**src/rtl/regmap_pkg.sv**
```systemverilog
// Shared types and helpers for the parametrised register map.
// Access-type enum, the per-register access decode, and supported size limits.
package regmap_pkg;

    localparam int unsigned MAX_DATA_W = 32;
    localparam int unsigned MAX_REGS   = 64;

    typedef enum logic [1:0] {
        ACC_RW  = 2'd0,
        ACC_RO  = 2'd1,
        ACC_W1C = 2'd2
    } acc_t;

    // Read-only takes priority when a register appears in both masks.
    function automatic acc_t acc_of(input int unsigned         i,
                                    input logic [MAX_REGS-1:0] ro_mask,
                                    input logic [MAX_REGS-1:0] w1c_mask);
        logic [MAX_REGS-1:0] ro_sh;
        logic [MAX_REGS-1:0] w1c_sh;
        ro_sh  = ro_mask >> i;
        w1c_sh = w1c_mask >> i;
        if (ro_sh[0]) begin
            return ACC_RO;
        end else if (w1c_sh[0]) begin
            return ACC_W1C;
        end
        return ACC_RW;
    endfunction

endpackage

```
**src/rtl/regmap_if.sv**
```systemverilog
// Strobe-bus interface between the host decoder (master) and the register map (slave).
interface regmap_if #(
    parameter int unsigned ADDR_W = 3,
    parameter int unsigned DATA_W = 8
);
    logic              WRITE;
    logic              READ;
    logic [ADDR_W-1:0] ADDR;
    logic [DATA_W-1:0] WRITE_DATA;
    logic [DATA_W-1:0] READ_DATA;
    logic              READ_VALID;
    logic              ERR;

    modport master (
        output WRITE, READ, ADDR, WRITE_DATA,
        input  READ_DATA, READ_VALID, ERR
    );

    modport slave (
        input  WRITE, READ, ADDR, WRITE_DATA,
        output READ_DATA, READ_VALID, ERR
    );
endinterface

```
**src/rtl/regmap_cell.sv**
```systemverilog
// One register of the map: RW load, W1C clear/set, or stateless HW_IN passthrough for RO.
module regmap_cell
    import regmap_pkg::*;
#(
    parameter int unsigned       DATA_W  = 8,
    parameter acc_t              ACC     = ACC_RW,
    parameter logic [DATA_W-1:0] RST_VAL = '0
) (
    input  logic              CLK,
    input  logic              RST,
    input  logic              wr_en,
    input  logic [DATA_W-1:0] wr_data,
    input  logic [DATA_W-1:0] hw_in,
    input  logic [DATA_W-1:0] hw_set,
    output logic [DATA_W-1:0] val_c
);

    if (ACC == ACC_RO) begin : g_ro
        logic unused_ro;
        assign unused_ro = ^{CLK, RST, wr_en, wr_data, hw_set};
        assign val_c     = hw_in;
    end else begin : g_store
        logic [DATA_W-1:0] q;
        logic [DATA_W-1:0] clr_c;
        logic              unused_store;

        assign clr_c        = wr_en ? wr_data : '0;
        assign unused_store = ^hw_in;

        // Hardware set is applied after the clear so a set wins on a shared bit.
        always_ff @(posedge CLK) begin
            if (RST) begin
                q <= RST_VAL;
            end else if (ACC == ACC_W1C) begin
                q <= (q & ~clr_c) | hw_set;
            end else if (wr_en) begin
                q <= wr_data;
            end
        end

        assign val_c = q;
    end

endmodule

```
**src/rtl/regmap_param.sv**
```systemverilog
// Parametrised control/status register map on a WRITE/READ/ADDR strobe bus.
// Registered read data with a valid strobe, error pulse on illegal access, per-register write pulses.
module regmap_param
    import regmap_pkg::*;
#(
    parameter int unsigned                ADDR_W    = 3,
    parameter int unsigned                DATA_W    = 8,
    parameter int unsigned                NUM_REGS  = 4,
    parameter logic [NUM_REGS-1:0]        RO_MASK   = 4'b0100,
    parameter logic [NUM_REGS-1:0]        W1C_MASK  = 4'b1000,
    parameter logic [NUM_REGS*DATA_W-1:0] RESET_VAL = {8'h00, 8'h00, 8'h00, 8'h5A}
) (
    input  logic                       CLK,
    input  logic                       RST,
    regmap_if.slave                    bus,
    input  logic [NUM_REGS*DATA_W-1:0] HW_IN,
    input  logic [NUM_REGS*DATA_W-1:0] HW_SET,
    output logic [NUM_REGS*DATA_W-1:0] REG_OUT,
    output logic [NUM_REGS-1:0]        WR_PULSE
);

    if (NUM_REGS < 1 || 64'(NUM_REGS) > (64'(1) << ADDR_W)) begin : g_bad_num_regs
        $error("regmap_param: NUM_REGS must be in 1..2**ADDR_W");
    end
    if (NUM_REGS > MAX_REGS) begin : g_bad_max_regs
        $error("regmap_param: NUM_REGS exceeds MAX_REGS");
    end
    if (DATA_W < 1 || DATA_W > MAX_DATA_W) begin : g_bad_data_w
        $error("regmap_param: DATA_W must be in 1..MAX_DATA_W");
    end

    logic [DATA_W-1:0]   val_c    [NUM_REGS];
    logic [DATA_W-1:0]   rd_chain [NUM_REGS+1];
    logic [NUM_REGS-1:0] sel_c;
    logic [NUM_REGS-1:0] wr_en_c;
    logic                hit_c;
    logic                ro_hit_c;
    logic                err_c;

    assign rd_chain[0] = '0;

    // Per-register decode, storage cell, read-mux term and REG_OUT slice.
    for (genvar i = 0; i < int'(NUM_REGS); i++) begin : g_reg
        localparam acc_t ACC_I = acc_of(i, 64'(RO_MASK), 64'(W1C_MASK));

        assign sel_c[i]      = (32'(bus.ADDR) == 32'(i));
        assign wr_en_c[i]    = bus.WRITE & sel_c[i] & ~RO_MASK[i];
        assign rd_chain[i+1] = rd_chain[i] | (sel_c[i] ? val_c[i] : '0);

        regmap_cell #(
            .DATA_W  (DATA_W),
            .ACC     (ACC_I),
            .RST_VAL (RESET_VAL[i*DATA_W +: DATA_W])
        ) u_cell (
            .CLK     (CLK),
            .RST     (RST),
            .wr_en   (wr_en_c[i]),
            .wr_data (bus.WRITE_DATA),
            .hw_in   (HW_IN[i*DATA_W +: DATA_W]),
            .hw_set  (HW_SET[i*DATA_W +: DATA_W]),
            .val_c   (val_c[i])
        );

        if (ACC_I == ACC_RO) begin : g_out_ro
            assign REG_OUT[i*DATA_W +: DATA_W] = '0;
        end else begin : g_out_reg
            assign REG_OUT[i*DATA_W +: DATA_W] = val_c[i];
        end
    end

    assign hit_c    = |sel_c;
    assign ro_hit_c = |(sel_c & RO_MASK);
    // Write+read to a bad location still yields one error pulse.
    assign err_c    = (bus.WRITE | bus.READ) & (~hit_c | (bus.WRITE & ro_hit_c));

    // Read data is taken from pre-write register values; unmapped reads return zero.
    always_ff @(posedge CLK) begin
        if (RST) begin
            bus.READ_DATA  <= '0;
            bus.READ_VALID <= 1'b0;
            bus.ERR        <= 1'b0;
            WR_PULSE       <= '0;
        end else begin
            bus.READ_VALID <= bus.READ;
            if (bus.READ) begin
                bus.READ_DATA <= rd_chain[NUM_REGS];
            end
            bus.ERR        <= err_c;
            WR_PULSE       <= wr_en_c;
        end
    end

endmodule

```
**src/flat_wrapper.sv**
```systemverilog
// flat-port wrapper written by rule: the top's interface ports become plain ports
module regmap_param_flat import regmap_pkg::*;
#(
    parameter int unsigned                ADDR_W    = 3,
    parameter int unsigned                DATA_W    = 8,
    parameter int unsigned                NUM_REGS  = 4,
    parameter logic [NUM_REGS-1:0]        RO_MASK   = 4'b0100,
    parameter logic [NUM_REGS-1:0]        W1C_MASK  = 4'b1000,
    parameter logic [NUM_REGS*DATA_W-1:0] RESET_VAL = {8'h00, 8'h00, 8'h00, 8'h5A}
)
  (CLK, RST, HW_IN, HW_SET, REG_OUT, WR_PULSE, bus_WRITE, bus_READ, bus_ADDR, bus_WRITE_DATA, bus_READ_DATA, bus_READ_VALID, bus_ERR);
  regmap_if #(.ADDR_W(ADDR_W), .DATA_W(DATA_W)) bus_i ();
  input  logic CLK;
  input  logic RST;
  input  logic [NUM_REGS*DATA_W-1:0] HW_IN;
  input  logic [NUM_REGS*DATA_W-1:0] HW_SET;
  output logic [NUM_REGS*DATA_W-1:0] REG_OUT;
  output logic [NUM_REGS-1:0] WR_PULSE;
  input wire logic [$bits(bus_i.WRITE)-1:0] bus_WRITE;
  input wire logic [$bits(bus_i.READ)-1:0] bus_READ;
  input wire logic [$bits(bus_i.ADDR)-1:0] bus_ADDR;
  input wire logic [$bits(bus_i.WRITE_DATA)-1:0] bus_WRITE_DATA;
  output wire logic [$bits(bus_i.READ_DATA)-1:0] bus_READ_DATA;
  output wire logic [$bits(bus_i.READ_VALID)-1:0] bus_READ_VALID;
  output wire logic [$bits(bus_i.ERR)-1:0] bus_ERR;
  assign bus_i.WRITE = bus_WRITE;
  assign bus_i.READ = bus_READ;
  assign bus_i.ADDR = bus_ADDR;
  assign bus_i.WRITE_DATA = bus_WRITE_DATA;
  assign bus_READ_DATA = bus_i.READ_DATA;
  assign bus_READ_VALID = bus_i.READ_VALID;
  assign bus_ERR = bus_i.ERR;
  regmap_param #(.ADDR_W(ADDR_W), .DATA_W(DATA_W), .NUM_REGS(NUM_REGS), .RO_MASK(RO_MASK), .W1C_MASK(W1C_MASK), .RESET_VAL(RESET_VAL)) u_core (.CLK(CLK), .RST(RST), .bus(bus_i), .HW_IN(HW_IN), .HW_SET(HW_SET), .REG_OUT(REG_OUT), .WR_PULSE(WR_PULSE));
endmodule
```
**config.mk**
```make
export PLATFORM = sky130hd
export DESIGN_NAME = regmap_param_flat
export DESIGN_NICKNAME = d
export VERILOG_FILES = /design/src/rtl/regmap_pkg.sv /design/src/rtl/regmap_if.sv /design/src/rtl/regmap_cell.sv /design/src/rtl/regmap_param.sv /design/src/flat_wrapper.sv
export SDC_FILE = /design/constraint.sdc
export NUM_CORES = 1
export LEC_CHECK = 0
export ABC_AREA = 1
export CAP_MARGIN = 20
export CORE_MARGIN = 1
export CORE_UTILIZATION = 30
export DETAILED_ROUTE_END_ITERATION = 16
export GPL_TIMING_DRIVEN = 0
export PLACE_DENSITY = 0.72
export SYNTH_ARGS = -nofsm -noshare
export SYNTH_HDL_FRONTEND = slang
export SYNTH_SLANG_ARGS = --single-unit
```
**constraint.sdc**
```tcl
create_clock -name CLK -period 1.4 [get_ports CLK]
set_input_delay 0.21 -clock CLK [delete_from_list [all_inputs] [get_ports CLK]]
set_output_delay 0.21 -clock CLK [all_outputs]
set_load 0.03 [all_outputs]
```
==> results of run 1 <==
flip-flops by register name, indices dropped and copies added, names as in the netlist:
name	count
u_core.bus.READ_VALID	1
u_core.bus.ERR	1
u_core.bus.READ_DATA	8
u_core.WR_PULSE	3
u_core.g.u_cell.val_c	24
path summary, 6_finish.rpt:
check,slack [ns],to
worst max register to register,0.58,u_core.bus.READ_DATA[2]
worst min-delay path,0.29,u_core.bus.READ_DATA[4]
worst min register to register,0.48,u_core.g_reg[3].u_cell.val_c[7]
worst max-delay path,0.1,REG_OUT[2]
timing repair:
item	CTS	global route
endpoints found under the setup margin	49	28
setup buffers	2	0
hold buffers	0	0
gates cloned	0	0
resized for setup	38	8
pin swaps	1	0
synth_stat cells:
cell type	instances	area share, %
sky130_fd_sc_hd__dfxtp_1	37	44
sky130_fd_sc_hd__nand2_1	37	8.2
sky130_fd_sc_hd__nand3_1	37	11
sky130_fd_sc_hd__nor2_1	26	5.8
sky130_fd_sc_hd__o21ai_0	17	5.0
sky130_fd_sc_hd__a21oi_1	13	3.9
sky130_fd_sc_hd__inv_1	12	2.7
sky130_fd_sc_hd__nand4_1	11	4.1
sky130_fd_sc_hd__buf_4	10	4.4
sky130_fd_sc_hd__nor3_1	9	2.7
sky130_fd_sc_hd__clkbuf_1	8	1.8
sky130_fd_sc_hd__buf_2	4	1.2
sky130_fd_sc_hd__inv_2	2	0.44
sky130_fd_sc_hd__nor2_4	2	1.3
sky130_fd_sc_hd__buf_6	1	0.67
sky130_fd_sc_hd__conb_1	1	0.22
sky130_fd_sc_hd__nand2_2	1	0.37
sky130_fd_sc_hd__nand3_2	1	0.59
sky130_fd_sc_hd__nand3_4	1	1.0
sky130_fd_sc_hd__nor2_2	1	0.37
sky130_fd_sc_hd__nor4_1	1	0.37
cells by family (layout without fill, tap and decap cells):
family / count (synthesis) / in the layout / share of synthesized area (%)
other: 1 / 9 / 0.222
flip-flops: 37 / 37 / 43.9
AO/OA/AOI/OAI: 30 / 30 / 8.90
buffers and inverters: 37 / 111 / 11.2
AND/OR/NAND/NOR: 127 / 127 / 35.8
power by group:
group / leakage [nW] / switching, mW / internal [mW]
Sequential: 0.304 / 0.0313 / 1.10
Combinational: 0.871 / 0.323 / 0.197
Clock: 0.0443 / 0.377 / 0.391
cell type report:
class	count	share of cell area, %
buffer	23	5.49
clock buffer	7	3.41
inverter	14	2.17
multi-input combinational	166	31.4
sequential	37	29.3
tap	70	3.46
timing repair buffer	67	24.8
routing by layer:
metal	GRT usage [%]	part of all wire [%]	vias up
met5	0	0	-
li1	-	-	924
met4	9.06	2.7	0
met2	29.4	44	114
met1	24.9	42	862
met3	6.55	10	13
stage by stage:
| stage | hold WS [ns] | cells | total power [mW] |
|---|---|---|---|
| CTS | 0.278 | 384 | 2.43 |
| global route | 0.295 | 384 | 2.52 |
| floorplan | 0.286 | 240 | 1.45 |
| finish | 0.286 | 384 | 2.42 |
| detailed placement | 0.474 | 375 | 1.70 |
| global placement | 0.468 | 375 | 1.70 |
==> PnR_summary.wiki, run 1 <==
{| class="wikitable"
! Metric !! Value
|-
| Max incr delay on CP || 0.42 ns
|-
| CORE AREA || 0.00527 sq mm
|-
| Average cell area after synthesis || about 7.3 sq um
|-
| Total standard cell area after synthesis || 0.00169 sq mm
|-
| Peak VDD IR || a little over 0.4 mV
|-
| Setup-failing EPs final || 0
|-
| Area Overhead vs Synth || 50.0%
|-
| Slew @ Worst Pin || 0.519 ns
|-
| Kind of end point of the critical path || output pin
|-
| Worst-case setup slack after placement || -0.384 ns
|-
| Final setup TNS || 0 ns
|-
| Buf+Inv Stages, Crit Path || 1
|-
| Antenna violations before repair || 0
|-
| Count of buffers inserted at the top-level ports || 65
|-
| Classification of the worst setup path || reg -> out
|-
| Number of flip-flops and latches in the synthesized netlist || 37
|-
| Cell area after layout || 0.00253 sq mm
|-
| Height of the chip || 77.0 microns
|-
| Number of violations reported at the end of detailed-routing iteration 0 || 138
|-
| Worst hold start || bus_READ
|-
| Pwr/cell area || around 960 mW/mm^2
|-
| Post-route ant nets || 0
|-
| Most frequent cells in the layout || sky130_fd_sc_hd__nand3_1 (37), sky130_fd_sc_hd__nand2_1 (37), sky130_fd_sc_hd__dlygate4sd2_1 (37), sky130_fd_sc_hd__dfxtp_1 (37), sky130_fd_sc_hd__nor2_1 (26)
|-
| Total routing resource utilization after global routing || 19.5%
|-
| Layout cells sized above 1 || a little over a tenth
|-
| Leak pwr || around 1.2 nW
|-
| Number of nets in the finished design || 393
|-
| Worst-path maximum fanout || 3
|-
| Outcome || finished, final reports clean
|-
| DR pass1 iterations || 4
|-
| Clock latency at the later pin of the worst-skew pair || 0.29 ns
|-
| Worst relative slew slack || 65.4%
|-
| Final-layout fill cell count || 559
|-
| Seq. cell area || approximately 740 sq um
|-
| Max-slew violations || 0
|-
| Total via count in the routed design || 1913
|-
| Endpoint required time on the critical path || 1.19 ns
|-
| Number of global-route vias before repair || around 1800
|-
| Launch point of the worst reg-to-reg path || u_core.g_reg[0].u_cell.val_c[2]
|-
| Cell count after synthesis || 232
|-
| Top delay family on crit path || buffers and inverters
|-
| Fin worst setup slack || 0.0994 ns
|-
| Type of the tightest min-delay check || in -> reg
|-
| Routability cong. || 0.924
|-
| Root Driver || sky130_fd_sc_hd__clkbuf_8
|-
| Startpoint of the most critical setup path || u_core.g_reg[0].u_cell.val_c[2]
|-
| Multi-input gate area in the final layout || 796 sq um
|-
| CTS H-tree depth || 2
|-
| Yosys warning total || 0
|-
| Cells along the critical path || dlygate4sd2_1
|-
| HPWL after detailed placement || 3.87 mm
|-
| R2R cell count || 4
|-
| Final wirelength || 5.43 mm
|-
| ANT cells || 0
|-
| Die outline area || 0.00593 sq mm
|-
| Effective utilization at floorplan || 32.0%
|-
| RSZ-0062 raised after global routing || false
|-
| CTS sink cnt || 37
|-
| Buffer levels on the longest clock path || 2
|-
| Pin count of the biggest net entering global routing || 11
|-
| Routed wire per std cell || 14.1 microns
|-
| GRT overflow || 0
|-
| Site Rows || 26
|-
| Core utilization of the finished layout || 48.0%
|-
| Width of the die || between 70 and 80 microns
|-
| Boundary pin count || 125
|-
| Detailed-route DRC error count || 0
|-
| Max-cap viol count || 0
|-
| First-pass GRT wire length || 8.87 mm
|-
| Hold Fails Final Rpt || 0
|-
| Hold Path Cell Cnt || 4
|-
| Fmax || ~0.77 GHz
|-
| CP arrival || between 1 and 1.5 ns
|-
| Cell with the largest stage delay on the worst path || sky130_fd_sc_hd__dlygate4sd2_1
|-
| Via density per instance || about 5.0
|-
| Synth unique cells || 21
|-
| Clock slew seen by the registers of the worst setup and hold paths || approximately 0.07 ns
|-
| Setup skew after layout || about 0.0047 ns
|-
| Min Tclk post-route || 1.30 ns
|-
| TritonCTS clock tree || yes
|-
| Post-DP Area || 0.00246 sq mm
|-
| Critical path depth || 1
|-
| Final clock period utilization by the worst path || 92.9%
|-
| Critical Path Source Type || flop
|-
| Sequential element share of the synthesized area || 43.9%
|-
| Inserted Clock Buffers || 5
|}
Power figures use the tool's default switching activity.
==> run 2, diff against run 1 <==
==> constraint.sdc (replaced) <==
create_clock -name CLK -period 1.5 [get_ports CLK]
set_input_delay 0.225 -clock CLK [delete_from_list [all_inputs] [get_ports CLK]]
set_output_delay 0.225 -clock CLK [all_outputs]
set_load 0.03 [all_outputs]
==> PnR_summary.wiki, run 2 (synthesis results as in run 1) <==
{| class="wikitable"
! Metric !! Value
|-
| Site Rows || 26 (unchanged)
|-
| Endpoint required time on the critical path || 1.68 ns (was 1.19 ns)
|-
| Type of the tightest min-delay check || in -> reg (unchanged)
|-
| Slew @ Worst Pin || 0.588 ns (was 0.519 ns)
|-
| Buffer levels on the longest clock path || 2 (unchanged)
|-
| Worst-case setup slack after placement || -0.299 ns (was -0.384 ns)
|-
| Most frequent cells in the layout || sky130_fd_sc_hd__nand3_1 (37), sky130_fd_sc_hd__nand2_1 (37), sky130_fd_sc_hd__dfxtp_1 (37), sky130_fd_sc_hd__dlygate4sd2_1 (35) (was sky130_fd_sc_hd__nand3_1 (37), sky130_fd_sc_hd__nand2_1 (37), sky130_fd_sc_hd__dlygate4sd2_1 (37), sky130_fd_sc_hd__dfxtp_1 (37), sky130_fd_sc_hd__nor2_1 (26))
|-
| Number of violations reported at the end of detailed-routing iteration 0 || 136 (was 138)
|-
| DR pass1 iterations || 4 (unchanged)
|-
| Min Tclk post-route || 1.41 ns
|-
| RSZ-0062 raised after global routing || false (unchanged)
|-
| Layout cells sized above 1 || 10.2% (was 10.5%)
|-
| HPWL after detailed placement || 3.87 mm (unchanged)
|-
| Number of global-route vias before repair || 1807 (was 1825)
|-
| Setup-failing EPs final || 0 (unchanged)
|-
| CTS sink cnt || 37 (unchanged)
|-
| Boundary pin count || 125 (unchanged)
|-
| Total via count in the routed design || 1901 (was 1913)
|-
| CORE AREA || 0.00527 sq mm (unchanged)
|-
| Seq. cell area || 741 sq um (unchanged)
|-
| CP arrival || 1.60 ns (was 1.09 ns)
|-
| Final-layout fill cell count || 562 (was 559)
|-
| Clock slew seen by the registers of the worst setup and hold paths || 0.07 ns (about the same)
|-
| Width of the die || 77.0 microns (unchanged)
|-
| Total Power || 2.26 mW (was 2.42 mW)
|-
| Inserted Clock Buffers || 5 (unchanged)
|-
| ANT cells || 0 (unchanged)
|-
| Post-route ant nets || 0 (unchanged)
|-
| Kind of end point of the critical path || flop (was output pin)
|-
| Pwr/cell area || 891 mW/mm^2 (was 957 mW/mm^2)
|-
| CTS H-tree depth || 2 (unchanged)
|-
| Fin worst setup slack || 0.0852 ns (was 0.0994 ns)
|-
| Routed wire per std cell || 14.1 microns (about the same)
|-
| Critical Path Source Type || input pin (was flop)
|-
| Effective utilization at floorplan || 32.0% (unchanged)
|-
| Max reg flops || 24 (unchanged)
|-
| Pin count of the biggest net entering global routing || 11 (unchanged)
|-
| Number of nets in the finished design || 393 (unchanged)
|-
| First-pass GRT wire length || 8.79 mm (was 8.87 mm)
|-
| Multi-input gate area in the final layout || 796 sq um (unchanged)
|-
| Peak VDD IR || 0.375 mV (was 0.402 mV)
|-
| Fmax || 0.707 GHz
|-
| Setup skew after layout || 0.00436 ns (was 0.00470 ns)
|-
| Max-cap viol count || 0 (unchanged)
|-
| Worst-path maximum fanout || 10 (was 3)
|-
| Via density per instance || 4.95 (was 4.98)
|-
| Classification of the worst setup path || in -> reg (was reg -> out)
|-
| Core utilization of the finished layout || 48.1% (was 48.0%)
|-
| Height of the chip || 77.0 microns (unchanged)
|-
| Count of buffers inserted at the top-level ports || 65 (unchanged)
|-
| Die outline area || 0.00593 sq mm (unchanged)
|-
| Worst relative slew slack || 60.8% (was 65.4%)
|-
| GRT overflow || 0 (unchanged)
|-
| Root Driver || sky130_fd_sc_hd__clkbuf_8 (unchanged)
|-
| Clock latency at the later pin of the worst-skew pair || 0.29 ns (about the same)
|-
| Final wirelength || 5.40 mm (was 5.43 mm)
|-
| TritonCTS clock tree || yes (unchanged)
|-
| Hold Fails Final Rpt || 0 (unchanged)
|-
| Antenna violations before repair || 0 (unchanged)
|-
| Final clock period utilization by the worst path || between 90% and 100%
|-
| Area Overhead vs Synth || 50.0% (about the same)
|-
| Leak pwr || 1.23 nW (was 1.22 nW)
|-
| Outcome || finished, final reports clean (unchanged)
|-
| Max-slew violations || 0 (unchanged)
|-
| Routability cong. || 0.924 (unchanged)
|-
| Total routing resource utilization after global routing || 19.3% (was 19.5%)
|-
| Detailed-route DRC error count || 0 (unchanged)
|-
| Count of hold buffers inserted by post-cts repair || 0 (unchanged)
|}
-- run 2: critical path: stages --
cell and delay, ns:
sky130_fd_sc_hd__clkdlybuf4s50_1 0.60, sky130_fd_sc_hd__inv_1 0.16, sky130_fd_sc_hd__buf_2 0.22, sky130_fd_sc_hd__nand4_1 0.10
sky130_fd_sc_hd__nand3_1 0.07, sky130_fd_sc_hd__nor2_1 0.16, sky130_fd_sc_hd__nor2_1 0.05
-- run 2: final cells by class --
class | instances | area share [%]
plain buffers | 23 | 5.43
inverters | 14 | 2.08
flip-flops and latches | 37 | 29.2
clock buffers | 7 | 3.41
well taps | 70 | 3.46
repair buffers | 67 | 25.0
multi-input cells | 166 | 31.4
-- run 2: worst paths after layout --
kind                                                 startpoint                               to  slack, ns  cells after the start
worst max-delay path                                bus_ADDR[2]          u_core.bus.READ_DATA[2]       0.09                      7
worst min-delay path                                   bus_READ          u_core.bus.READ_DATA[4]       0.30                      4
worst max register to register  u_core.g_reg[0].u_cell.val_c[2]          u_core.bus.READ_DATA[2]       0.66                      4
worst min register to register  u_core.g_reg[3].u_cell.val_c[7]  u_core.g_reg[3].u_cell.val_c[7]       0.48                      2
-- run 2: what timing repair did --
item                                    in CTS  in global routing
pin swaps                                    0                  1
endpoints found under the setup margin      35                 21
gates resized for setup                     35                  7
buffers inserted                             0                  2
-- run 2: metal layers --
| layer | vias up | GRT usage [%] | part of all wire [%] |
|---|---|---|---|
| li1 | 922 | - | - |
| met5 | - | 0 | 0 |
| met4 | 0 | 9.81 | 3.1 |
| met3 | 18 | 6.19 | 8.4 |
| met2 | 96 | 28.7 | 44 |
| met1 | 865 | 24.7 | 44 |
-- run 2: through the flow --
step           area (sq um)  hold slack [ns]  TNS, ns  std cells
3_5_place_dp           2460            0.474    -7.25        375
2_1_floorplan          1720            0.301        0        240
6_report               2530            0.303        0        384
3_3_place_gp           2460            0.468    -6.36        375
5_1_grt                2530            0.325        0        384
4_1_cts                2500            0.293        0        382
-- run 2: power breakdown --
| group | internal [mW] | leakage (nW) | switching, mW |
|---|---|---|---|
| Combinational | 0.184 | 0.883 | 0.301 |
| Sequential | 1.03 | 0.304 | 0.0293 |
| Clock | 0.365 | 0.0443 | 0.348 |
